## src/rtl/i2c_rtc_responder_if.sv

```systemverilog
// Pin-level I2C bundle between a bus controller and the RTC responder.
// sda_i is the resolved line level; sda_oe = 1 pulls SDA low.
interface i2c_rtc_responder_if;
  logic scl_i;
  logic sda_i;
  logic sda_oe;

  modport master (output scl_i, output sda_i, input sda_oe);
  modport slave (input scl_i, input sda_i, output sda_oe);
endinterface

```

## src/rtl/i2c_rtc_responder.sv

```systemverilog
// I2C target exposing an MCP7940N-style RTC register map (r0..r6 datetime, r7 control)
// with an auto-incrementing pointer and a host-side 56-bit BCD load port.
module i2c_rtc_responder #(
  parameter logic [6:0] c_addr = 7'h6F
) (
  input  logic                      clk,
  input  logic                      reset,
  i2c_rtc_responder_if.slave        bus,
  input  logic                      load,
  input  logic [55:0]               load_datetime,
  output logic [55:0]               datetime,
  output logic                      wr_strobe,
  output logic [2:0]                wr_addr
);

  typedef enum logic [3:0] {
    StIdle,
    StAddr,
    StAckAddr,
    StPtr,
    StAckPtr,
    StWdata,
    StAckWdata,
    StRdata,
    StRack,
    StWaitStop
  } state_e;

  // Pin synchronizers, history flops and registered bus events
  logic r_scl_meta, r_scl_sync, r_scl_hist;
  logic r_sda_meta, r_sda_sync, r_sda_hist;
  logic r_scl_rise, r_scl_fall, r_start, r_stop, r_sda_bit;

  state_e     r_state;
  logic [3:0] r_bit_cnt;
  logic [7:0] r_shift;
  logic       r_rw;
  logic       r_ack_drv;
  logic [2:0] r_ptr;
  logic       r_sda_oe;
  logic       r_wr_strobe;
  logic [2:0] r_wr_addr;
  logic [7:0] r_regs [8];

  logic       w_scl_rise, w_scl_fall, w_start, w_stop;
  logic [7:0] w_byte;
  logic       w_byte_done;
  logic [2:0] w_ptr_inc;
  logic       w_commit;

  assign w_scl_rise  = r_scl_sync & ~r_scl_hist;
  assign w_scl_fall  = ~r_scl_sync & r_scl_hist;
  assign w_start     = r_scl_sync & r_scl_hist & r_sda_hist & ~r_sda_sync;
  assign w_stop      = r_scl_sync & r_scl_hist & ~r_sda_hist & r_sda_sync;
  assign w_byte      = {r_shift[6:0], r_sda_bit};
  assign w_byte_done = (r_bit_cnt == 4'd7);
  assign w_ptr_inc   = r_ptr + 3'd1;
  assign w_commit    = (r_state == StWdata) & r_scl_rise & w_byte_done & ~r_start & ~r_stop;

  // SDA flops reset low so the only artefact of reset on an idle bus is a harmless STOP.
  always_ff @(posedge clk) begin
    if (reset) begin
      r_scl_meta <= 1'b1;
      r_scl_sync <= 1'b1;
      r_scl_hist <= 1'b1;
      r_sda_meta <= 1'b0;
      r_sda_sync <= 1'b0;
      r_sda_hist <= 1'b0;
      r_scl_rise <= 1'b0;
      r_scl_fall <= 1'b0;
      r_start    <= 1'b0;
      r_stop     <= 1'b0;
      r_sda_bit  <= 1'b1;
    end else begin
      r_scl_meta <= bus.scl_i;
      r_scl_sync <= r_scl_meta;
      r_scl_hist <= r_scl_sync;
      r_sda_meta <= bus.sda_i;
      r_sda_sync <= r_sda_meta;
      r_sda_hist <= r_sda_sync;
      r_scl_rise <= w_scl_rise;
      r_scl_fall <= w_scl_fall;
      r_start    <= w_start;
      r_stop     <= w_stop;
      r_sda_bit  <= r_sda_sync;
    end
  end

  always_ff @(posedge clk) begin
    if (reset) begin
      r_state     <= StIdle;
      r_bit_cnt   <= 4'd0;
      r_shift     <= 8'h00;
      r_rw        <= 1'b0;
      r_ack_drv   <= 1'b0;
      r_ptr       <= 3'd0;
      r_sda_oe    <= 1'b0;
      r_wr_strobe <= 1'b0;
      r_wr_addr   <= 3'd0;
    end else begin
      r_wr_strobe <= 1'b0;
      if (r_start) begin
        r_state   <= StAddr;
        r_bit_cnt <= 4'd0;
        r_sda_oe  <= 1'b0;
        r_ack_drv <= 1'b0;
      end else if (r_stop) begin
        r_state   <= StIdle;
        r_sda_oe  <= 1'b0;
        r_ack_drv <= 1'b0;
      end else begin
        unique case (r_state)
          StIdle, StWaitStop: begin
          end
          StAddr: begin
            if (r_scl_rise) begin
              r_shift   <= w_byte;
              r_bit_cnt <= w_byte_done ? 4'd0 : r_bit_cnt + 4'd1;
              if (w_byte_done) begin
                if (w_byte[7:1] == c_addr) begin
                  r_rw    <= w_byte[0];
                  r_state <= StAckAddr;
                end else begin
                  r_state <= StWaitStop;
                end
              end
            end
          end
          StPtr: begin
            if (r_scl_rise) begin
              r_shift   <= w_byte;
              r_bit_cnt <= w_byte_done ? 4'd0 : r_bit_cnt + 4'd1;
              if (w_byte_done) begin
                r_ptr   <= w_byte[2:0];
                r_state <= StAckPtr;
              end
            end
          end
          StWdata: begin
            if (r_scl_rise) begin
              r_shift   <= w_byte;
              r_bit_cnt <= w_byte_done ? 4'd0 : r_bit_cnt + 4'd1;
              if (w_byte_done) begin
                r_wr_strobe <= 1'b1;
                r_wr_addr   <= r_ptr;
                r_ptr       <= w_ptr_inc;
                r_state     <= StAckWdata;
              end
            end
          end
          // First fall after the 8th bit starts the ACK, the next one ends it.
          StAckAddr, StAckPtr, StAckWdata: begin
            if (r_scl_fall) begin
              if (!r_ack_drv) begin
                r_ack_drv <= 1'b1;
                r_sda_oe  <= 1'b1;
              end else begin
                r_ack_drv <= 1'b0;
                if ((r_state == StAckAddr) && r_rw) begin
                  r_sda_oe  <= ~r_regs[r_ptr][7];
                  r_shift   <= {r_regs[r_ptr][6:0], 1'b0};
                  r_bit_cnt <= 4'd1;
                  r_state   <= StRdata;
                end else begin
                  r_sda_oe  <= 1'b0;
                  r_bit_cnt <= 4'd0;
                  r_state   <= (r_state == StAckAddr) ? StPtr : StWdata;
                end
              end
            end
          end
          StRdata: begin
            if (r_scl_fall) begin
              if (r_bit_cnt == 4'd8) begin
                r_sda_oe <= 1'b0;
                r_state  <= StRack;
              end else begin
                r_sda_oe  <= ~r_shift[7];
                r_shift   <= {r_shift[6:0], 1'b0};
                r_bit_cnt <= r_bit_cnt + 4'd1;
              end
            end
          end
          StRack: begin
            if (r_scl_rise) begin
              r_ptr <= w_ptr_inc;
              if (!r_sda_bit) begin
                r_shift   <= r_regs[w_ptr_inc];
                r_bit_cnt <= 4'd0;
                r_state   <= StRdata;
              end else begin
                r_state <= StWaitStop;
              end
            end
          end
          default: r_state <= StIdle;
        endcase
      end
    end
  end

  // Host load is applied after the I2C commit so it wins on r0..r6.
  always_ff @(posedge clk) begin
    if (reset) begin
      for (int i = 0; i < 8; i++) r_regs[i] <= 8'h00;
    end else begin
      if (w_commit) r_regs[r_ptr] <= w_byte;
      if (load) begin
        for (int i = 0; i < 7; i++) r_regs[i] <= load_datetime[8*i +: 8];
      end
    end
  end

  assign bus.sda_oe = r_sda_oe;
  assign datetime   = {r_regs[6], r_regs[5], r_regs[4], r_regs[3],
                       r_regs[2], r_regs[1], r_regs[0]};
  assign wr_strobe  = r_wr_strobe;
  assign wr_addr    = r_wr_addr;

endmodule
```

## src/flat_wrapper.sv

```systemverilog
// flat-port wrapper written by rule: the top's interface ports become plain ports
module i2c_rtc_responder_flat 
#(
  parameter logic [6:0] c_addr = 7'h6F
)
  (clk, reset, load, load_datetime, datetime, wr_strobe, wr_addr, bus_scl_i, bus_sda_i, bus_sda_oe);
  i2c_rtc_responder_if bus_i ();
  input  logic clk;
  input  logic reset;
  input  logic load;
  input  logic [55:0] load_datetime;
  output logic [55:0] datetime;
  output logic wr_strobe;
  output logic [2:0] wr_addr;
  input wire logic [$bits(bus_i.scl_i)-1:0] bus_scl_i;
  input wire logic [$bits(bus_i.sda_i)-1:0] bus_sda_i;
  output wire logic [$bits(bus_i.sda_oe)-1:0] bus_sda_oe;
  assign bus_i.scl_i = bus_scl_i;
  assign bus_i.sda_i = bus_sda_i;
  assign bus_sda_oe = bus_i.sda_oe;
  i2c_rtc_responder #(.c_addr(c_addr)) u_core (.clk(clk), .reset(reset), .bus(bus_i), .load(load), .load_datetime(load_datetime), .datetime(datetime), .wr_strobe(wr_strobe), .wr_addr(wr_addr));
endmodule
```

## config.mk

```make
export PLATFORM = sky130hd
export DESIGN_NAME = i2c_rtc_responder_flat
export DESIGN_NICKNAME = d
export VERILOG_FILES = /design/src/rtl/i2c_rtc_responder_if.sv /design/src/rtl/i2c_rtc_responder.sv /design/src/flat_wrapper.sv
export SDC_FILE = /design/constraint.sdc
export NUM_CORES = 1
export LEC_CHECK = 0
export ABC_CLOCK_PERIOD_IN_PS = 4550
export CORE_MARGIN = 2
export CORE_UTILIZATION = 55
export DETAILED_ROUTE_END_ITERATION = 10
export GPL_TIMING_DRIVEN = 0
export PLACE_DENSITY_LB_ADDON = 0.3
export SKIP_CTS_REPAIR_TIMING = 1
export SYNTH_ARGS = -nofsm -noshare
export SYNTH_HDL_FRONTEND = slang
export SYNTH_SLANG_ARGS = --single-unit
```

## constraint.sdc

```tcl
create_clock -name clk -period 4.55 [get_ports clk]
set_input_delay 0.455 -clock clk [delete_from_list [all_inputs] [get_ports clk]]
set_output_delay 0.455 -clock clk [all_outputs]
set_load 0.02 [all_outputs]
```

==> Word level (Yosys, flattened, before mapping) <==
Memories as Yosys holds them, arrays and structs flattened. A register that Yosys moved wholly into a read port is not among the register bits.
Index checks and enable logic that the tools add are counted.
{ "word_totals": {"wordCells": 212, "ramBits": 64, "out_inout_bits": 61, "regBits": 37, "memories": 1, "inputBits": 61} }
{ "classes": {"reduce_logical": 21, "n_eq_ne": 46, "n_mux": 71, "bitwise_logic": 50, "n_addsub": 2} }
{ "memory_table": {"columns": ["memory", "depth", "word_bits", "rd", "rd_ports_with_merged_regs", "write_ports", "line_no", "source"], "rows": [
  ["u_core.r_regs", 8, 8, 9, 1, 8, "i2c_rtc_responder.sv:43", "logic [7:0] r_regs [8];"]
]} }
{ "ops": {"columns": ["op", "n"], "rows": [
  ["8-bit 2-to-1 mux", 16],
  ["4-bit 2-to-1 mux", 22],
  ["4-bit by 1-bit != test with 1-bit output (second input constant)", 11],
  ["8-bit case mux with 4 select lines", 1],
  ["4-bit case mux with 7 select lines", 1],
  ["3-bit 2-to-1 mux", 9],
  ["2-bit by 1-bit != test with 1-bit output (second input constant)", 13],
  ["1-bit AND", 25],
  ["12-bit AND reduction", 2],
  ["3-bit == test (second input constant)", 7],
  ["4-bit by 3-bit == test with 1-bit output (second input constant)", 5],
  ["1-bit 2-to-1 mux", 19],
  ["1-bit NOT", 18],
  ["4-bit case mux with 4 select lines", 1],
  ["4-bit == test (second input constant)", 3],
  ["11-bit AND reduction", 1],
  ["3-bit case mux with 3 select lines", 1],
  ["9-bit AND reduction", 1],
  ["3-bit OR reduction", 3],
  ["4-bit by 2-bit == test with 1-bit output (second input constant)", 2],
  ["8-bit AND reduction", 1],
  ["8-bit OR reduction", 1],
  ["7-bit == test (second input constant)", 1],
  ["1-bit bitwise OR", 7],
  ["17 further kinds", 19]
]} }

==> Depth between registers and ports, before layout <==
Gate-level depths: netlist (run 1).
{ "logic_depth": {"word_depth": 17, "ltp_mapped": 9, "depth_no_buf": 7} }

==> Worst setup path before layout (run 1) <==
No wires, ideal clock.
{ "synth_timing": {"kind": "register to register", "startpoint": "register u_core.r_ptr[0]", "endpoint": "memory u_core.r_regs[3][0] (enable)", "path_stages_with_launch": 8, "t_arrival_ns": 2.155, "synth_period_minus_slack_ns": 2.483, "setup_ns": 0.328, "path_slack_ns": 2.067, "t_required_ns": 4.222, "path_buffers": 2, "cell_sequence": "dfxtp_1 -> buf_2 -> inv_1 -> ha_1 -> o41ai_1 -> and4b_2 -> buf_2 -> or3_1"} }
{ "synth_lines": {"columns": ["item", "line_no", "source"], "rows": [
  ["start, declared", "i2c_rtc_responder.sv:39", "logic [2:0] r_ptr;"],
  ["start signal, assigned", "i2c_rtc_responder.sv:134", "r_ptr <= w_byte[2:0];"],
  ["start signal, assigned", "i2c_rtc_responder.sv:146", "r_ptr <= w_ptr_inc;"],
  ["start signal, assigned", "i2c_rtc_responder.sv:186", "r_ptr <= w_ptr_inc;"],
  ["end, declared", "i2c_rtc_responder.sv:43", null]
]} }

==> results of run 1 <==
[metal layers]
layer  up-vias  global-route usage, %  routed length, um  share of wire, %
met2       418                   50.9               9460                46
met5         -                      0                  0                 0
met1      2760                   45.9               8210                40
met3        56                   7.46               2260                11
met4         0                   15.6                693               3.4
li1       2539                      -                  -                 -
[report_power, final]
| part | switching, mW | internal (mW) |
|---|---|---|
| logic | 0.220 | 0.227 |
| clock network | 0.398 | 0.389 |
| registers | 0.0625 | 1.06 |
| total | 0.681 | 1.67 |
[worst max path at each step]
| stage | start | end | slack (ps) | depth (start not counted) |
|---|---|---|---|---|
| CTS | u_core.r_ptr[0]$_SDFFE_PP0P_ | u_core.r_regs[7][6]$_SDFFCE_PN0P_ | 1460 | 7 |
| finish | u_core.r_ptr[0]$_SDFFE_PP0P_ | u_core.r_regs[7][6]$_SDFFCE_PN0P_ | 1300 | 7 |
| global route | u_core.r_ptr[0]$_SDFFE_PP0P_ | u_core.r_regs[7][6]$_SDFFCE_PN0P_ | 1080 | 7 |
| floorplan | u_core.r_ptr[0]$_SDFFE_PP0P_ | u_core.r_regs[3][0]$_DFFE_PP_ | 2070 | 7 |
| global placement | u_core.r_ptr[0]$_SDFFE_PP0P_ | u_core.r_regs[7][6]$_SDFFCE_PN0P_ | 1580 | 7 |
| detailed placement | u_core.r_ptr[0]$_SDFFE_PP0P_ | u_core.r_regs[7][5]$_SDFFCE_PN0P_ | 1470 | 7 |
[metrics by stage]
stage | cell area (sq um) | hold slack, ps
after CTS | 8080 | 421
after global routing | 8080 | 447
final | 8080 | 417
after global placement | 7790 | 393
after detailed placement | 7790 | 402
after floorplan | 6400 | 388
[Yosys cell counts, types with 2 or more instances]
cell	count	share of area, %
and2_1	9	0.88
nor3_1	13	1.0
inv_1	11	0.65
o21ai_2	32	4.4
nor2b_1	12	1.2
and4_1	6	0.82
a32o_1	9	1.4
dfxtp_1	40	13
or3_1	10	0.98
nor3b_1	3	0.35
edfxtp_1	64	30
buf_2	17	1.3
o211ai_1	3	0.35
and4b_1	2	0.31
nand4_1	7	0.68
nand2_1	113	6.6
a211oi_1	18	2.1
mux4_2	32	11
a31oi_1	9	0.88
buf_4	3	0.35
o21a_1	3	0.35
o21ai_0	32	2.5
buf_6	16	2.8
o31ai_1	5	0.59
nor2_1	27	1.6
clkbuf_1	15	0.88
and3_1	2	0.20
or3b_1	2	0.27
or4_1	3	0.35
a21oi_1	15	1.2
nand2b_1	9	0.88
nand3b_1	5	0.59
buf_1	4	0.23
nand3_1	5	0.39
ha_1	7	1.4
or2_2	7	0.68
mux2i_1	14	2.2
buf_12	4	1.3
[worst max-delay path, stage by stage, from the launching register on]
cell and delay [ps]:
dfxtp_1 360, buf_2 240, inv_1 130, ha_1 220, o41ai_1 960, nand4_1 260
nor2_1 450, or2_2 330
[registers in the layout (all words and copies together) (netlist names), named ones only]
signal	flops
u_core.r_state	4
u_core.r_regs	64
u_core.r_sda_bit	1
u_core.r_stop	1
u_core.r_scl_sync	1
u_core.r_sda_meta	1
u_core.r_shift	8
u_core.bus.sda_oe	1
u_core.r_scl_meta	1
u_core.r_sda_sync	1
u_core.r_sda_hist	1
u_core.wr_addr	3
u_core.r_ack_drv	1
u_core.r_scl_fall	1
u_core.r_scl_hist	1
u_core.r_start	1
u_core.r_bit_cnt	4
u_core.r_ptr	3
u_core.wr_strobe	1
u_core.r_rw	1
u_core.r_scl_rise	1
[area by class of cell]
type | count | area share, %
multi-input cells | 437 | 39.5
inverters | 11 | 0.511
clock buffers | 9 | 2.79
plain buffers | 60 | 5.49
repair buffers | 121 | 15.0
clock inverters | 7 | 0.851
flip-flops and latches | 104 | 33.7
well taps | 143 | 2.21
[cells in the final DEF, fill, tap and decap left out, types with 9 or more instances in the layout]
master           netlist  layout
a211oi_1              18      18
a21oi_1               15      15
a31oi_1                9       9
a32o_1                 9       9
and2_1                 9       9
buf_2                 17      17
buf_6                 16      16
clkbuf_1              15      15
clkbuf_16              0       9
clkdlybuf4s50_1        0     121
dfxtp_1               40      40
edfxtp_1              64      64
inv_1                 11      11
mux2i_1               14      14
mux4_2                32      32
nand2_1              113     113
nand2b_1               9       9
nor2_1                27      27
nor2b_1               12      12
nor3_1                13      13
o21ai_0               32      32
o21ai_2               32      32
or3_1                 10      10
[kinds of logic (layout without fill, tap and decap cells)]
family	count (synthesis)	after routing	share of synthesized area, %
buffers and inverters	71	208	7.59
adders and majority gates	7	7	1.37
AOI/OAI and AO/OA	142	142	15.9
xor gates and xnor gates	1	1	0.137
and+or+nand+nor	241	241	19.0
muxes	46	46	13.5
DFF	104	104	42.5
==> results by group, run 1 <==
Clocking
  • Clock Tree Root: clkbuf_16
  • Clock transition at path regs: ~80 ps
  • CTS Buf Count: 9
  • H-tree depth: 3
  • Clk_lat worst skew: ~370 ps
  • Max Buffers Root-to-Sink: 2
  • CTS sink cnt: about 100
  • CTS tree: done

Setup path
  • Crit. End Element: flip-flop
  • Crit Path Category: reg2reg
  • RR Startpoint: u_core.r_ptr[0]$_SDFFE_PP0P_
  • WP data required: 4600 ps
  • Reg2Reg Depth: 7
  • Worst R2R End: u_core.r_regs[7][6]$_SDFFCE_PN0P_
  • Slack of the worst reg-to-reg path: roughly 1300 ps
  • Crit path DAT: roughly 3300 ps
  • CP Max Fanout: 8
  • Crit start category: flip-flop

Global route
  • Vias in the first global route: around 5.6k
  • Total gr overflow: 0
  • First-pass GRT wire length: ~32000 um
  • GRT Overall Usage: 33.4%
  • Largest net degree at the start of global routing: 21
  • Initial antenna violation count: 0

STA
  • Final setup viols: 0
  • Final Hold Fails: 0
  • Worst Max-Slew Pin Slew: around 1100 ps
  • Final worst slack: about 1300 ps
  • Final worst path period need: 3250 ps
  • Clock skew after layout: roughly 8 ps
  • FMAX: 308 MHz
  • Setup tns final: 0 ps
  • Fin crit share: 71.5%
  • Worst slew margin relative to its limit: between 20% and 30%
  • Max Slew Vio Count: 0
  • RSZ-0062 raised after global routing: false

Floorplanning
  • Die H: about 110 um
  • Initial Utilization: a little under three fifths
  • Core footprint: 11400 sq um
  • Width of the chip: 112 um
  • Row count: 39
  • DIE AREA: around 13000 sq um
  • Ports: roughly 120

Synth
  • Yosys cell types: 62
  • Number of flops mapped to enable cells by yosys: 64
  • Mapped Nets: just under 700
  • Seq/Total Area, Yosys: a little over two fifths
  • Yosys reg bits: 104
  • Post-synth top flop: edfxtp_1
  • Synthesized instance count: between 600 and 700
  • Synth Cell Area: approximately 6400 sq um
  • Post-synth ARST share: 0%
  • Synthesized area per cell: between 10 and 15 sq um
  • YS warnings: 0

Cells and area
  • Fill cell count: around 840
  • ANT cells: 0
  • Final #Nets: 812
  • Multi-input gate area: 3190 sq um
  • Share of cells above drive strength 1: 18.0%
  • Post-route insts no fill: between 800 and 900
  • Core Util, Final: a little under three quarters
  • Register Area: roughly 2700 sq um
  • Area growth from synthesis to layout: 26.3%

Min path
  • HP Start: u_core.r_scl_meta$_SDFF_PP1_
  • Worst Hold End: u_core.r_scl_sync$_SDFF_PP1_
  • HP Class: reg2reg
  • Hold depth: 1

Place
  • Pre-CTS worst setup slack: about 1500 ps
  • DP HPWL: approximately 15000 um
  • IO Port Bufs: roughly 120
  • Placer Congestion: ~0.97
  • DP Cell Count: around 900

Detailed routing
  • Pre-antenna DRT Iters: 5
  • Vias: 5773
  • DR vias/cell: between 6 and 7
  • Routed WL: 20600 um
  • Final antenna-violating net count: 0
  • Initial drt markers: ~640
  • Routed len/inst: 23.1 um
  • Drc violations: 0

Power
  • Max VDD drop: 0.290 mV
  • Lkg Pwr: approximately 2.8 nW
  • Total power: 2.36 mW
  • Pwr dens: roughly 290 nW/um^2

Job
  • Max_cap viols: 0

Run status
  • Status: finished, final reports clean
No activity file was read; power rests on OpenSTA's default activity.
==> run 2, diff against run 1 <==
ABC_CLOCK_PERIOD_IN_PS = 2700   (was 4550)
CORE_UTILIZATION = 48   (was 55)
clock period = 2.7 ns   (was 4.55 ns; I/O delays follow)
==> run 2 against run 1 <==
First-iteration DRC count decreased by 17%. Flip-flop and latch count unchanged. Die area increased by 14%. Utilization decreased by 8.9 points. Maximum frequency increased by 26%. Largest power group unchanged. Highest routed layer unchanged.
==> results by group, run 2 (same netlist as run 1, synthesis figures left out) <==
Floorplanning
  • DIE AREA: 14300 sq um (+14%)
  • Initial Utilization: 48.7% (-7.6 points)
  • Ports: 122 (unchanged)
  • Die H: 119 um (+6.8%)
  • Width of the chip: 119 um (+6.8%)
  • Row count: 42 (+7.7%)
  • Core footprint: 13100 sq um (+16%)

Global route
  • Largest net degree at the start of global routing: 21 (unchanged)
  • Vias in the first global route: 5432 (-3.1%)
  • Total gr overflow: 0 (unchanged)
  • First-pass GRT wire length: 31700 um (about the same)
  • GRT Overall Usage: 29.9% (-3.5 points)
  • Initial antenna violation count: 0 (unchanged)

Setup path
  • Crit path DAT: 2600 ps (-710 ps)
  • WP data required: 2730 ps (-1870 ps)
  • Crit path max-delay family: simple AND/OR/NAND/NOR gates
  • Slack of the worst reg-to-reg path: 130 ps (-1170 ps)
  • Slowest cell on the critical path: dfxtp_1
  • CP Max Fanout: 10 (+2)
  • Crit Path Category: reg2reg
  • Crit start category: flip-flop
  • Crit. End Element: flip-flop
  • CP Depth: 7 (unchanged)
  • WP buf/inv: 2 (unchanged)
  • Crit path cell chain: ha_1 -> nand3b_1 -> nor4_4 -> buf_6 -> and4_1 -> buf_4 -> or3_1
  • CP peak stage delay: 390 ps (-570 ps)
  • Reg2Reg Depth: 7 (unchanged)

Cells and area
  • Final #Nets: 812 (unchanged)
  • Final instance area: 8180 sq um (+1.1%)
  • Register Area: 2720 sq um (unchanged)
  • Area growth from synthesis to layout: 27.7%
  • Largest register FFs: 64 (unchanged)
  • Largest registers: u_core.r_regs: 64 flops, u_core.r_shift: 8 flops
  • Core Util, Final: 62.2% (-8.9 points)
  • Commonest non-fill, non-tap cell in the layout: clkdlybuf4s50_1
  • Fill cell count: 1107 (+32%)
  • Most frequent cells in the layout: clkdlybuf4s50_1 (121), nand2_1 (113), edfxtp_1 (64)
  • Multi-input gate area: 3230 sq um (+1.1%)
  • ANT cells: 0 (unchanged)
  • Largest Register: u_core.r_regs
  • Share of cells above drive strength 1: 18.6% (+0.53 points)

Detailed routing
  • Drc violations: 0 (unchanged)
  • Pre-antenna DRT Iters: 7 (+2)
  • DR top layer: met4
  • Routed met1 length: 8460 um (+3.1%)
  • Vias: 5706 (-1.2%)
  • DR vias/cell: 6.17 (-4.7%)
  • Initial drt markers: 534 (-17%)
  • Routed wl met2: 9430 um (-0.31%)
  • Met3 WL post-DR: 2310 um (+2.2%)
  • Routed WL: 20800 um (+0.98%)
  • Final antenna-violating net count: 0 (unchanged)
  • Routed len/inst: 22.5 um (-2.6%)

Run status
  • Status: finished, final reports clean

STA
  • RSZ-0062 raised after global routing: false
  • Final worst path period need: 2570 ps (-678 ps)
  • Max Slew Vio Count: 0 (unchanged)
  • Clock skew after layout: 8.90 ps (+0.909 ps)
  • Fin crit share: 95.3% (+24 points)
  • Worst Max-Slew Pin Slew: 804 ps (-260 ps)
  • Final Hold Fails: 0 (unchanged)
  • Worst slew margin relative to its limit: 46.0% (+18 points)
  • FMAX: 389 MHz (+26%)
  • Final setup viols: 0 (unchanged)
  • Setup tns final: 0 ps (unchanged)

Power
  • Pwr dens: 486 nW/um^2 (+67%)
  • Total power: 3.98 mW (+69%)
  • Net Sw Frac: 28.9% (about the same)
  • Lkg Pwr: 2.81 nW (+0.24%)
  • Switching power: 1.15 mW (+69%)
  • Gate power share: 19.1% (about the same)
  • Clock Power Share: 33.4% (about the same)
  • Cell Int Power: 2.83 mW (+69%)
  • Sequential Power Share: 47.4% (-0.2 points)
  • Max VDD drop: 0.361 mV (+24%)

Place
  • Placer Congestion: 0.958 (-1.1%)
  • DP HPWL: 15700 um (+2.0%)
  • IO Port Bufs: 121 (unchanged)
  • Post-DP Area: 7830 sq um (+0.53%)

Min path
  • Hold depth: 1 (unchanged)
  • HP Class: reg2reg

Clocking
  • CTS Buf Count: 9 (unchanged)
  • Clock transition at path regs: 80 ps (about the same)
  • Max Buffers Root-to-Sink: 2 (unchanged)
  • CTS sink cnt: 104 (unchanged)
  • Clock Tree Root: clkbuf_16
  • CTS tree: done
  • Clk_lat worst skew: 360 ps (about the same)
  • H-tree depth: 3 (unchanged)

Job
  • Max_cap viols: 0 (unchanged)
## run 2: cell count changes in the layout (fill, tap and decap cells not counted), sizes merged
cell	previous run	this run
buf	44	43
clkbuf	25	26
inv	16	15
clkinv	2	3
## run 2: power by group through the flow
stage	Clock, mW	Combinational, mW	Sequential, mW
6_report	1.33	0.761	1.89
5_1_grt	1.41	0.800	1.89
4_1_cts	1.33	0.746	1.88
3_5_place_dp	0	0.743	1.91
3_3_place_gp	0	0.735	1.91
2_1_floorplan	0	0.321	1.96
## run 2: worst register-to-register path, cell delays in order (launching register included)
cell and delay, ps:
dfxtp_1 390, ha_1 230, nand3b_1 270, nor4_4 380, buf_6 180, and4_1 290, buf_4 180, or3_1 320
## run 2: cell type report
cell class / count / share of cell area [%]
plain buffers: 60 / 5.57
clock buffers: 9 / 2.75
clock inverters: 7 / 0.872
inverters: 11 / 0.505
multi-input cells: 437 / 39.5
flip-flops and latches: 104 / 33.3
well taps: 176 / 2.69
repair buffers: 121 / 14.8
## run 2: final timing paths
kind	startpoint	end
max	u_core.r_bit_cnt[1]$_SDFFE_PP0P_	u_core.r_regs[1][0]$_DFFE_PP_
min	u_core.r_scl_meta$_SDFF_PP1_	u_core.r_scl_sync$_SDFF_PP1_
max reg2reg	u_core.r_bit_cnt[1]$_SDFFE_PP0P_	u_core.r_regs[1][0]$_DFFE_PP_
min reg2reg	u_core.r_scl_meta$_SDFF_PP1_	u_core.r_scl_sync$_SDFF_PP1_
## run 2: stage by stage
step / setup slack (ps) / instances / hold slack (ps)
2_1_floorplan: 217 / 612 / 374
3_3_place_gp: -235 / 909 / 393
3_5_place_dp: -391 / 909 / 396
4_1_cts: -433 / 925 / 415
5_1_grt: 7.63 / 925 / 427
6_report: 127 / 925 / 413
## run 2: routing by layer
| layer | vias to the layer above | GRT usage (%) |
|---|---|---|
| met1 | 2754 | 42.3 |
| met2 | 365 | 45.4 |
| met5 | - | 0 |
| met3 | 46 | 6.08 |
| met4 | 0 | 11.9 |
| li1 | 2541 | - |
==> run 3, diff against run 2 <==
CORE_ASPECT_RATIO = 1.2   (was unset)
HOLD_SLACK_MARGIN = 0.08   (was unset)
==> run 3 against run 2 <==
Critical path depth rose by 2. Clock power about the same. Flip-flop and latch count unchanged. Combinational power increased by 0.5%. Routed wire length fell by 1.4%. Final cell count shrank 0.86%. Design area up 0.18%. Utilization up 0.19 points. Worst setup slack gained 4.2 ps. Via count shrank 0.81%. Largest power group unchanged.
==> results by group, run 3 (same netlist as run 1, synthesis figures left out) <==
Cells and area
  • Most frequent cells in the layout: clkdlybuf4s50_1 (121), nand2_1 (113), edfxtp_1 (64)
  • Area growth from synthesis to layout: 28.0%
  • Final #Nets: 812 (unchanged)
  • Largest Register: u_core.r_regs
  • ANT cells: 0 (unchanged)
  • Largest registers: u_core.r_regs: 64 flops, u_core.r_shift: 8 flops
  • Core Util, Final: 62.4% (+0.19 points)
  • Largest register FFs: 64 (unchanged)
  • Post-route insts no fill: 917 (-0.86%)
  • Share of cells above drive strength 1: 19.1% (+0.53 points)
  • Commonest non-fill, non-tap cell in the layout: clkdlybuf4s50_1

STA
  • Final Hold Fails: 0 (unchanged)
  • Final worst path period need: 2570 ps (-4.22 ps)
  • Final setup viols: 0 (unchanged)
  • Clock skew after layout: 8.84 ps (-0.0622 ps)
  • Fin crit share: 95.1% (-0.16 points)
  • Setup tns final: 0 ps (unchanged)
  • Worst Max-Slew Pin Slew: 767 ps (-36.6 ps)
  • Final worst slack: 131 ps (+4.22 ps)
  • Max Slew Vio Count: 0 (unchanged)
  • Worst slew margin relative to its limit: 48.9% (+2.8 points)
  • FMAX: 389 MHz (+0.16%)

Floorplanning
  • Initial Utilization: 48.8% (+0.056 points)
  • DIE AREA: 14300 sq um (about the same)
  • Row count: 46 (+9.5%)
  • Core footprint: 13100 sq um (-0.11%)
  • Die H: 130 um (+9.2%)
  • Ports: 122 (unchanged)
  • Width of the chip: 109 um (-8.4%)

Detailed routing
  • Vias: 5660 (-0.81%)
  • Drc violations: 0 (unchanged)
  • Routed len/inst: 22.4 um (-0.54%)
  • DR vias/cell: 6.17 (about the same)
  • Final antenna-violating net count: 0 (unchanged)
  • Initial drt markers: 471 (-12%)
  • Pre-antenna DRT Iters: 5 (-2)
  • Routed WL: 20500 um (-1.4%)

Setup path
  • Critical path's most frequent cell: a211oi_1
  • CP peak stage delay: 360 ps (-30 ps)
  • WP data required: 2930 ps (+200 ps)
  • Crit start category: flip-flop
  • CP Max Fanout: 10 (unchanged)
  • Slowest cell on the critical path: dfxtp_1
  • Crit. End Element: flip-flop
  • Crit path cell chain: buf_2 -> inv_1 -> ha_1 -> clkbuf_4 -> buf_6 -> mux4_2 -> a32o_1 -> a211oi_1 -> a211oi_1
  • Crit path DAT: 2800 ps (+200 ps)
  • Crit Path Category: reg2reg

Global route
  • Met3 usage: 5.90% (-0.18 points)
  • Met2 Use GR: 50.6% (+5.3 points)
  • GRT Overall Usage: 29.2% (-0.74 points)
  • GRT Max-Usage Layer: met2
  • Grt met1 use: 34.0% (-8.3 points)
  • First-pass GRT wire length: 30400 um (-4.2%)
  • Largest net degree at the start of global routing: 18 (-14%)
  • Initial antenna violation count: 0 (unchanged)
  • Total gr overflow: 0 (unchanged)
  • Vias in the first global route: 5542 (+2.0%)

Job
  • Max_cap viols: 0 (unchanged)

Run status
  • Status: finished, final reports clean

Place
  • DP Cell Count: 901 (-0.88%)
  • DP HPWL: 15800 um (+0.73%)
  • Pre-CTS worst setup slack: -449 ps (-58.3 ps)
  • Placer Congestion: 0.930 (-3.0%)
  • IO Port Bufs: 121 (unchanged)

Power
  • Net Sw Frac: 26.8% (-2.1 points)
  • Pwr dens: 487 nW/um^2 (+0.17%)
  • Switching power: 1.07 mW (-7.1%)
  • Gate power share: 19.2% (about the same)
  • Clock Power Share: 33.8% (+0.4 points)
  • Max VDD drop: 0.284 mV (-21%)
  • Sequential Power Share: 47.0% (-0.4 points)
  • Lkg Pwr: 2.82 nW (+0.22%)
  • Cell Int Power: 2.92 mW (+3.4%)

Clocking
  • CTS Buf Count: 9 (unchanged)
  • Clock Tree Root: clkbuf_16
  • Max Buffers Root-to-Sink: 2 (unchanged)
  • Clk_lat worst skew: 360 ps (about the same)
  • CTS tree: done
  • H-tree depth: 3 (unchanged)
  • CTS sink cnt: 104 (unchanged)
  • Clock transition at path regs: 70 ps (about the same)

Min path
  • HP Class: reg2reg
==> run 3: cell types whose count changed in the layout (fill, tap and decap cells not counted), sizes merged <==
cell | before | now
clkinvlp | 0 | 1
inv | 15 | 13
clkbuf | 26 | 27
clkinv | 3 | 2
bufinv | 0 | 1
==> run 3: worst paths after layout <==
path	from	endpoint	slack, ps	cells after the start
max	u_core.r_ptr[0]$_SDFFE_PP0P_	u_core.r_shift[3]$_SDFFE_PP0P_	130	9
min	u_core.r_sda_hist$_SDFF_PP0_	u_core.r_stop$_SDFF_PP0_	420	1
max reg2reg	u_core.r_ptr[0]$_SDFFE_PP0P_	u_core.r_shift[3]$_SDFFE_PP0P_	130	9
min reg2reg	u_core.r_sda_hist$_SDFF_PP0_	u_core.r_stop$_SDFF_PP0_	420	1
==> run 3: metrics by stage <==
stage / hold WS (ps) / instance area (sq um) / power, mW
after detailed placement: 411 / 7820 / 2.65
after CTS: 418 / 8130 / 3.98
after global routing: 422 / 8190 / 4.11
after floorplan: 374 / 6400 / 2.28
final: 415 / 8190 / 3.99
after global placement: 396 / 7820 / 2.64
==> run 3: routing by layer <==
metal | wire [um] | vias to the layer above
met2 | 10600 | 348
met4 | 931 | 0
met5 | 0 | -
met3 | 1630 | 58
met1 | 7350 | 2709
li1 | - | 2545
==> run 3: critical path: cells and delay by family (launching register included) <==
| kind | cells | cell delay [ps] |
|---|---|---|
| multiplexers | 1 | 340 |
| AO/OA/AOI/OAI | 3 | 670 |
| flip-flops | 1 | 360 |
| adder cells (fa/ha/maj) | 1 | 300 |
| buffers and inverters | 4 | 760 |
==> run 3: cell type report <==
cell class | count | area, sq um
timing repair buffer | 121 | 1210
inverter | 11 | 41.3
buffer | 60 | 453
sequential | 104 | 2720
multi-input combinational | 437 | 3250
fill | 1074 | 4930
clock inverter | 6 | 65.1
tap | 168 | 210
clock buffer | 10 | 239
==> run 3: power groups by stage <==
| stage | clock, mW | combinational (mW) | sequential, mW |
|---|---|---|---|
| 2_1_floorplan | 0 | 0.321 | 1.96 |
| 3_3_place_gp | 0 | 0.735 | 1.90 |
| 3_5_place_dp | 0 | 0.743 | 1.91 |
| 4_1_cts | 1.36 | 0.746 | 1.87 |
| 5_1_grt | 1.42 | 0.801 | 1.88 |
| 6_report | 1.35 | 0.765 | 1.88 |
==> variant 1 (flow settings as in run 2) <==
Re-encode `state_e` (10 states) as Gray code, 4 bits wide.
--- a/src/rtl/i2c_rtc_responder.sv
+++ b/src/rtl/i2c_rtc_responder.sv
@@ -14,16 +14,16 @@
 );
 
   typedef enum logic [3:0] {
-    StIdle,
-    StAddr,
-    StAckAddr,
-    StPtr,
-    StAckPtr,
-    StWdata,
-    StAckWdata,
-    StRdata,
-    StRack,
-    StWaitStop
+    StIdle     = 4'b0000,
+    StAddr     = 4'b0001,
+    StAckAddr  = 4'b0011,
+    StPtr      = 4'b0010,
+    StAckPtr   = 4'b0110,
+    StWdata    = 4'b0111,
+    StAckWdata = 4'b0101,
+    StRdata    = 4'b0100,
+    StRack     = 4'b1100,
+    StWaitStop = 4'b1101
   } state_e;
 
   // Pin synchronizers, history flops and registered bus events
Check against the original RTL: no difference found for any inputs over 4 cycles, from zero or initial values and one cycle with reset high; so few cycles prove little.
==> variant 1 against run 2 <==
Routed wire length fell by 5.7%. Worst setup slack got worse by 120 ps. Total power fell by 5.1%. Synthesized area fell by 6.3%. Sequential cell count did not move. Utilization rose by 3.7 points. Non-clock buffer count fell by 2. Final area fell by 2.4%. Critical endpoint unchanged. Largest cell class unchanged. Largest power group unchanged.
==> variant 1: results (changes against run 2) <==
[clocking]
clockBufferDepth = 2  ; unchanged
clockRootBuffer = clkbuf_16
clk_latency_ps = 370

[placed_design]
dp.cells = 883  ; -2.9%
pre_cts_ws_ps = -632.9  ; -242.2 ps
dpl.hpwl_um = 14600  ; -7.1%
placed_area_um2 = 7421  ; -5.2%
place.gp.congestion = 0.9187  ; -4.1%

[drt]
wl_per_cell_um = 21.63  ; -3.9%
via_per_inst = 6.048  ; -1.9%
first_pass_iters = 6  ; -1
drt_iter0_drc = 558  ; +4.5%
wl_um = 19640  ; -5.7%

[critical_path]
timing.rr.end = u_core.r_regs[1][0]
crit_arrival_ps = 2770  ; +170 ps
r2r_slack_ps = 3  ; -120 ps
worstRegToRegCells = 8  ; +1
crit_start = u_core.r_ptr[1]
slowest_stage = or4_4
cpPeakStageDelay_ps = 550  ; +160 ps
worst-path-max-fanout = 8  ; -2

[global_routing]
grt_start_max_net_pins = 19  ; -9.5%
grt_use_total_pct = 29.37  ; -0.57 points
grt_pass1_wl_um = 28820  ; -9.2%
grt_pass1_vias = 5265  ; -3.1%
antenna_found_initial = 0  ; unchanged

[pwr]
p_sw_share_pct = 25.73  ; -3.2 points
pg_clk_w = 0.00138  ; +4%
power_density_nw_per_um2 = 473.1  ; -2.8%
irDropWorstVdd_uv = 371.2  ; +2.9%
p_seq_share_pct = 49.6  ; +2.2 points
power.leakage_nw = 2.760  ; -1.7%

[timing]
fin_hold_ws_ps = 423.7  ; +10.28 ps
skew_ps = 12.63  ; +3.727 ps
post-route-period-util_pct = 99.89  ; +4.6 points
relSlewSlack_pct = 43.98  ; -2.0 points

[synthesis]
yosys-top-cells-count = nand2_1, edfxtp_1, o21ai_0
syn_nets = 662  ; -2.6%
synth_cell_types = 64  ; +3.2%
synth.area.top_cells = edfxtp_1, dfxtp_1, mux4_2
yosys_warnings = 0  ; unchanged
syn_inst = 594  ; -2.9%
ys_seq_area_share_pct = 45.38  ; +2.8 points

[finish]
reg_top3 = u_core.r_regs (64), u_core.r_shift (8)
fin_util_pct = 65.89  ; +3.7 points
fillerInstances = 981  ; -11%
finalNetCount = 803  ; -1.1%
drive_gt1_share_pct = 16.22  ; -2.3 points
n_antenna_cell = 0  ; unchanged

[worst_hold_path]
hold_depth = 1  ; unchanged
min_from = u_core.r_sda_hist
hold_end = u_core.r_stop

[run_status]
outcome = finished, final reports clean

## variant 1: metal layers
layer | track usage [%] | share of wire, % | up-vias
met3 | 6.433 | 10 | 64
met2 | 47.41 | 47 | 349
met5 | 0 | 0 | -
met4 | 13.25 | 3.7 | 0
li1 | - | - | 2454
met1 | 38.25 | 39 | 2625
## variant 1: cells by family (layout without fill, tap and decap cells)
kind of cell | Yosys count | count (layout) | synth area share [%]
simple gates | 244 | 244 | 20.10
buf+inv | 60 | 206 | 4.526
flops | 104 | 104 | 45.38
mux | 56 | 56 | 16.04
fa+ha+maj | 7 | 7 | 1.460
xor+xnor | 2 | 2 | 0.2920
compound gates | 121 | 121 | 12.20
## variant 1: layout make-up
class | instances | area share [%]
Multi-Input combinational cell | 430 | 39.32
Sequential cell | 104 | 34.18
Timing Repair Buffer | 130 | 16.02
Clock buffer | 11 | 3.449
Buffer | 49 | 3.308
Tap cell | 168 | 2.634
Inverter | 11 | 0.5644
Clock inverter | 5 | 0.5174
==> variant 2 (flow settings as in run 2) <==
Made on the original files. Compare `r_bit_cnt` against `4'd8` with >= in place of ==.
--- a/src/rtl/i2c_rtc_responder.sv
+++ b/src/rtl/i2c_rtc_responder.sv
@@ -171,7 +171,7 @@
           end
           StRdata: begin
             if (r_scl_fall) begin
-              if (r_bit_cnt == 4'd8) begin
+              if (r_bit_cnt >= 4'd8) begin
                 r_sda_oe <= 1'b0;
                 r_state  <= StRack;
               end else begin
Behaviour: no difference found for any inputs over 4 cycles, from zero or initial values and one cycle with reset high; that may be too few to reach the edited logic, so the function may still have changed.
==> variant 2 against run 2 <==
Critical path depth up 2. Die area down 8.9%. Total power down 3.3%. Synthesized cell count down 6.2%. Fmax down 2.5%. Utilization up 3.0 points. Cell count down 6.8%. Critical path type unchanged. Sequential cell count unchanged. Synthesized area down 9.2%. The flow now finishes with violations (max-capacitance violations). Final area down 5.0%. Routed wire length down 4.8%. Worst setup slack worse by 65 ps.
==> variant 2: results (changes against run 2) <==
[clocking]
h-tree-depth = 3  ; unchanged
clockRootBuffer = clkbuf_16
clockBufferDepth = 2  ; unchanged
cts_buffers = 9  ; unchanged
clkTransAtPathRegs_ps = 70
clk_latency_ps = 350

[critical_path]
crit_family = simple AND/OR/NAND/NOR gates
crit_arrival_ps = 2690  ; +90 ps
cpPeakStageDelay_ps = 580  ; +190 ps
slowest_stage = or4_1
worst-path-max-fanout = 8  ; -2

[drt]
wl_um = 19830  ; -4.8%
drt_iter0_drc = 712  ; +33%
first_pass_iters = 6  ; -1
via_per_inst = 6.370  ; +3.3%

[synthesis]
yosys_warnings = 0  ; unchanged
synth_edf_count = 64  ; unchanged
ys_seq_area_share_pct = 46.84  ; +4.3 points
syn_nets = 642  ; -5.6%
yosys-top-cells-count = nand2_1, edfxtp_1, o21ai_1
async_reset_ff_share_pct = 0  ; unchanged
synth_cell_types = 58  ; -6.5%
synth.area.top_cells = edfxtp_1, dfxtp_1, mux4_2
synth_ff_type = edfxtp_1

[global_routing]
grt_start_max_net_pins = 17  ; -19%
grt_pass1_wl_um = 29390  ; -7.4%
antenna_found_initial = 0  ; unchanged
grt_use_total_pct = 30.21  ; +0.27 points
grt_pass1_vias = 5240  ; -3.5%

[run]
drv_cap = 1  ; +1

[placed_design]
numPortBuffers = 121  ; unchanged
pre_cts_ws_ps = -558.4  ; -167.7 ps
placed_area_um2 = 7216  ; -7.9%
dpl.hpwl_um = 14380  ; -8.5%
place.gp.congestion = 0.9610  ; +0.28%

[finish]
reg_top3 = u_core.r_regs (64), u_core.r_shift (8)
n_antenna_cell = 0  ; unchanged
drive_gt1_share_pct = 13.99  ; -4.6 points
finalNetCount = 778  ; -4.2%

[run_status]
violations = max-capacitance violations
outcome = finished with violations

[pwr]
power.leakage_nw = 2.661  ; -5.3%
irDropWorstVdd_uv = 382.8  ; +6.1%

[timing]
relSlewSlack_pct = 0.1558  ; -46 points
skew_ps = 7.934  ; -0.9686 ps

[worst_hold_path]
hold_path_class = register to register

## variant 2: layer usage
metal,track usage [%],share of wire [%],vias to the layer above
li1,-,-,2405
met1,39.53,37,2647
met2,49.05,48,365
met3,5.029,10,74
met4,14.88,4.5,0
met5,0,0,-
## variant 2: worst paths after layout
check                                  startpoint             endpoint  slack (ps)  cells after the start
worst min register to register  u_core.r_scl_meta    u_core.r_scl_sync         410                      1
worst max register to register    u_core.r_ptr[0]  u_core.r_regs[1][7]          60                      9
worst min-delay path            u_core.r_scl_meta    u_core.r_scl_sync         410                      1
worst max-delay path              u_core.r_ptr[0]  u_core.r_regs[1][7]          60                      9
## variant 2: cells by family (layout without fill, tap and decap cells)
logic type	after synthesis	after routing	share of synthesized area, %
XOR/XNOR	2	2	0.3014
AND/OR/NAND/NOR	219	219	18.79
adder cells (fa/ha/maj)	8	8	1.679
buffers and inverters	70	211	5.166
AO/OA/AOI/OAI	136	136	14.31
multiplexers	35	35	12.91
flip-flops	104	104	46.84
## variant 2: per-stage QoR
stage               utilization, %  hold WS (ps)  TNS (ps)  instances
floorplan                        -         373.8         0        574
detailed placement           60.58         393.3    -28350        842
CTS                          63.39         408.9    -30710        858
finish                       65.23         408.3         0        862
global placement             60.58         396.4    -20480        842
global route                 65.23         419.8         0        862
## variant 2: layout make-up
cell class              count  area [um2]
plain buffers              48       252.7
clock buffers              13       302.8
clock inverters             3       32.53
fillers                   917        4141
inverters                  19       71.32
multi-input cells         400        2895
flip-flops and latches    104        2725
well taps                 147       183.9
repair buffers            128        1306
## variant 2: worst register-to-register path, cell delays in order (launching register included)
cell and delay (ps):
dfxtp_1 380, buf_4 160, inv_1 90, ha_1 200, or4_1 580, a21oi_4 180
buf_12 150, and4_1 200, clkbuf_4 210, nand2b_4 210
## variant 2: power by group
group	leakage (nW)	internal [W]	switching, W	total, W
sequential	1.01	0.00178	0.0000909	0.00187
combinational	1.48	0.000284	0.000264	0.000547
clock	0.171	0.000836	0.000595	0.00143
total	2.66	0.00290	0.000949	0.00385
